--- src/rtl/s386_resp_misr.sv ---
// rtl/s386_resp_misr.sv - MISR response compactor for the s386 core outputs
// Folds N_PAT valid 7-bit vectors into a signature and compares against EXP_SIG.
module s386_resp_misr #(
    parameter int             W     = 7,
    parameter int             CNT_W = 16,
    parameter logic [W-1:0]   POLY  = 7'h03,
    parameter logic [W-1:0]   SEED  = 7'h00
) (
    input  logic             CK,
    input  logic             RN,
    input  logic             START,
    input  logic [CNT_W-1:0] N_PAT,
    input  logic [W-1:0]     EXP_SIG,
    input  logic [W-1:0]     DIN,
    input  logic             DIN_VLD,
    output logic             BUSY,
    output logic             DONE,
    output logic             PASS,
    output logic [W-1:0]     SIG,
    output logic [CNT_W-1:0] CNT
);

    typedef enum logic [1:0] {
        ST_IDLE = 2'd0,
        ST_RUN  = 2'd1,
        ST_DONE = 2'd2
    } state_t;

    state_t           state_q, state_d;
    logic [W-1:0]     sig_q, sig_d;
    logic [CNT_W-1:0] cnt_q, cnt_d;
    logic [CNT_W-1:0] npat_q, npat_d;
    logic [W-1:0]     exp_q, exp_d;
    logic             pass_q, pass_d;
    logic [W-1:0]     sig_step;

    // Galois-style shift with feedback into the low taps, then fold in the vector.
    assign sig_step = {sig_q[W-2:0], 1'b0} ^ (sig_q[W-1] ? POLY : '0) ^ DIN;

    always_comb begin
        state_d = state_q;
        sig_d   = sig_q;
        cnt_d   = cnt_q;
        npat_d  = npat_q;
        exp_d   = exp_q;
        pass_d  = pass_q;
        case (state_q)
            ST_IDLE, ST_DONE: begin
                if (START) begin
                    sig_d  = SEED;
                    cnt_d  = '0;
                    npat_d = N_PAT;
                    exp_d  = EXP_SIG;
                    if (N_PAT == '0) begin
                        state_d = ST_DONE;
                        pass_d  = (SEED == EXP_SIG);
                    end else begin
                        state_d = ST_RUN;
                        pass_d  = 1'b0;
                    end
                end
            end
            ST_RUN: begin
                if (DIN_VLD) begin
                    sig_d = sig_step;
                    cnt_d = cnt_q + CNT_W'(1);
                    // npat_q is at least 1 here, so the subtraction cannot underflow.
                    if (cnt_q == npat_q - CNT_W'(1)) begin
                        state_d = ST_DONE;
                        pass_d  = (sig_step == exp_q);
                    end
                end
            end
            default: state_d = ST_IDLE;
        endcase
    end

    always_ff @(posedge CK) begin
        if (!RN) begin
            state_q <= ST_IDLE;
            sig_q   <= '0;
            cnt_q   <= '0;
            npat_q  <= '0;
            exp_q   <= '0;
            pass_q  <= 1'b0;
        end else begin
            state_q <= state_d;
            sig_q   <= sig_d;
            cnt_q   <= cnt_d;
            npat_q  <= npat_d;
            exp_q   <= exp_d;
            pass_q  <= pass_d;
        end
    end

    assign BUSY = (state_q == ST_RUN);
    assign DONE = (state_q == ST_DONE);
    assign PASS = pass_q;
    assign SIG  = sig_q;
    assign CNT  = cnt_q;

endmodule

--- config.mk ---
export PLATFORM = sky130hd
export DESIGN_NAME = s386_resp_misr
export DESIGN_NICKNAME = d
export VERILOG_FILES = /design/src/rtl/s386_resp_misr.sv
export SDC_FILE = /design/constraint.sdc
export NUM_CORES = 1
export LEC_CHECK = 0
export ABC_AREA = 0
export CAP_MARGIN = 10
export CORE_ASPECT_RATIO = 1.4
export CORE_MARGIN = 2
export CORE_UTILIZATION = 47
export CTS_BUF_LIST = sky130_fd_sc_hd__clkbuf_8
export DETAILED_ROUTE_END_ITERATION = 12
export MAX_ROUTING_LAYER = met4
export PLACE_DENSITY = 0.78
export SLEW_MARGIN = 20
export SYNTH_ARGS = -nofsm -noshare
export SYNTH_HDL_FRONTEND = slang
export SYNTH_SLANG_ARGS = --single-unit
--- constraint.sdc ---
create_clock -name CK -period 2.6 [get_ports CK]
set_clock_uncertainty 0.2 [all_clocks]
set_input_delay 0.39 -clock CK [delete_from_list [all_inputs] [get_ports CK]]
set_output_delay 0.39 -clock CK [all_outputs]
set_load 0.01 [all_outputs]
==> results.md <==
- Asr flop ratio synth: 0%
- # setup viols final: 0
- Buffers and inverters on the worst path: 1
- Max_cap viols: 0
- Root buf cell: clkbuf_8
- Gp weighted congestion: 0.862
- Mapped Cells: 334
- Diode count: 0
- Distinct cells, synth: 49
- Seq cells post-synth: 49
- Initial antenna violation count: 0
- Full die area: 0.00640 mm²
- Slowest-stage cell, CP: a2111o_1
- Final Cycle Share: 96.3%
- Post-synth EDFFs: 0
- # clock sinks: 49
- Initial DRC count: 123
- Core area: 0.00553 mm²
- Busiest grt layer: met2
- Largest net degree at the start of global routing: 38
- Max incr delay on CP: 410 ps
- Clock Latency Late Sink: 300 ps
- I/O pin count: 60
- Vias/cell: 5.60
- Max Slew Vio Count: 0
- DRT Pass-1 Iters: 4
- DRC: 0
- Element type at the critical path end: flip-flop
- RSZ-0062 raised after global routing: false
- Share of layout cells above drive strength 1: 9.75%
- Worst-Margin Slew: 442 ps
- Pleak: 1.28 nW
- Worst-path maximum fanout: 8
- Crit path time final: 2500 ps
- Total CTS buffers: 5
- Chip Width: 68.2 µm
- Mean post-synth cell area: 8.11 µm²
- Crit path DAT: 2500 ps
- Most frequent cells in the layout: nand2_1, clkdlybuf4s50_1, dfxtp_1
- Main synth FF type: dfxtp_1
- Row count: 32
- DPL Wire Length: 5.33 mm
- Ranking of synthesized cells by area: dfxtp_1, nand2_1, a21boi_0, xor2_1, xnor2_1
- Initial Util: 49.0%
- Peak supply drop: 0.274 mV
- Cell family with most CP delay: compound AO/OA/AOI/OAI gates
- WL/cell: 15.2 µm
- FMAX: 399 MHz
- Req. time, crit path: 2600 ps
- Cell chain of the critical path: nor4_4, buf_4, nand3b_1, a211oi_2, o221ai_1, a2111o_1, o21ai_2, a21oi_1, a31o_1
- Vias post-DR: 2,623
- Overflow after GRT: 0
- M2 GR Usage: 42.9%
- Kind of critical path: flip-flop to flip-flop
- Number of port buffers: 59
- PD cells: 453 mW/mm²
- Outcome: complete, no violations
- Normalized max-slew margin: 70.3%
- Post-synthesis net count: 370
- Antenna-violating nets left: 0
- Synth Cell Area: 0.00271 mm²
- GR Util met1: 27.4%
- Final Util: 64.2%
- Register area share after synthesis: 36.2%
- Area leader, netlist: dfxtp_1
- Hold Violations, Final: 0
- Min-Delay Path Class: flip-flop to flip-flop
- Vias in the first global route: 2,553
- Total track usage: 24.5%
- Area growth syn-to-layout: 30.9%
- First-pass GRT wire length: 11.7 mm
- H-tree levels: 2
- Setup total negative slack: 0 ps
- R2R Setup Slk: 100 ps
- Detailed Route WL: 7.10 mm
- Clk slew on worst S/H paths: 90 ps
- Yosys warnings: 0
- Commonest non-fill, non-tap cell in the layout: nand2_1
- Die height: 93.8 µm
- Met3 usage in global routing: 3.96%
- Startpoint Class: flip-flop
- Clock tree buffer depth: 2
- Nets: 435
- CTS tree: done
- Post-synth top area share: 36.2%
flip-flops by register name, indices dropped and copies added, names as in the netlist:
name     count
CNT         16
npat_q      16
SIG          7
exp_q        7
state_q      2
PASS         1
worst paths after layout:
check	start	endpoint	cells after the start
worst max-delay path	npat_q[5]	PASS	9
worst min-delay path	exp_q[4]	exp_q[4]	2
worst max register to register	npat_q[5]	PASS	9
worst min register to register	exp_q[4]	exp_q[4]	2
metal layers:
layer	vias to the layer above	part of all wire (%)
met1	1249	39
met2	73	55
met3	14	3.8
met5	-	0
met4	0	2.0
li1	1287	-
cell type report:
class / instances / area (µm²)
fill: 491 / 1980
multi-input combinational: 263 / 1660
sequential: 49 / 987
timing repair buffer: 75 / 711
tap: 68 / 85.1
clock buffer: 5 / 68.8
inverter: 5 / 18.8
clock inverter: 3 / 13.8
worst min-delay path, cell delays in order, from the launching register on:
cell      delay, ps
dfxtp_1         330
nand2_1          50
a21boi_0         70
power breakdown:
group | internal [mW] | total [mW] | switching (mW)
Sequential | 0.779 | 0.814 | 0.0350
Combinational | 0.176 | 0.355 | 0.180
Clock | 0.183 | 0.436 | 0.252
synth_stat cells, types with 7 or more instances:
master / number
nor2_1: 23
xor2_1: 23
a21boi_0: 30
clkbuf_1: 13
xnor2_1: 19
nand3_1: 19
nor3_1: 9
nand4_1: 7
nand2_1: 64
dfxtp_1: 49
cell families after synthesis:
| family | share of synthesized area, % |
|---|---|
| fa+ha+maj | 0.924 |
| compound gates | 16.2 |
| xor+xnor | 13.6 |
| mux | 0.370 |
| simple gates | 28.9 |
| buf+inv | 3.79 |
| flops | 36.2 |
per-stage QoR:
step / instances / total power [mW] / hold slack (ps) / cell area, µm² / worst slack, ps
2_1_floorplan: 334 / 1.03 / 255 / 2710 / 138
3_3_place_gp: 459 / 1.16 / 266 / 3410 / 109
3_5_place_dp: 459 / 1.17 / 278 / 3410 / 72.4
4_1_cts: 467 / 1.60 / 291 / 3500 / 48.1
5_1_grt: 468 / 1.70 / 312 / 3540 / 2.98
6_report: 468 / 1.61 / 287 / 3540 / 95.3
what timing repair did:
action                                  CTS  global route
endpoints found under the setup margin    0             3
gates resized for setup                   0            10
hold buffers                              0             0
buffers inserted                          0             1
(Power assumes the default switching activity.)
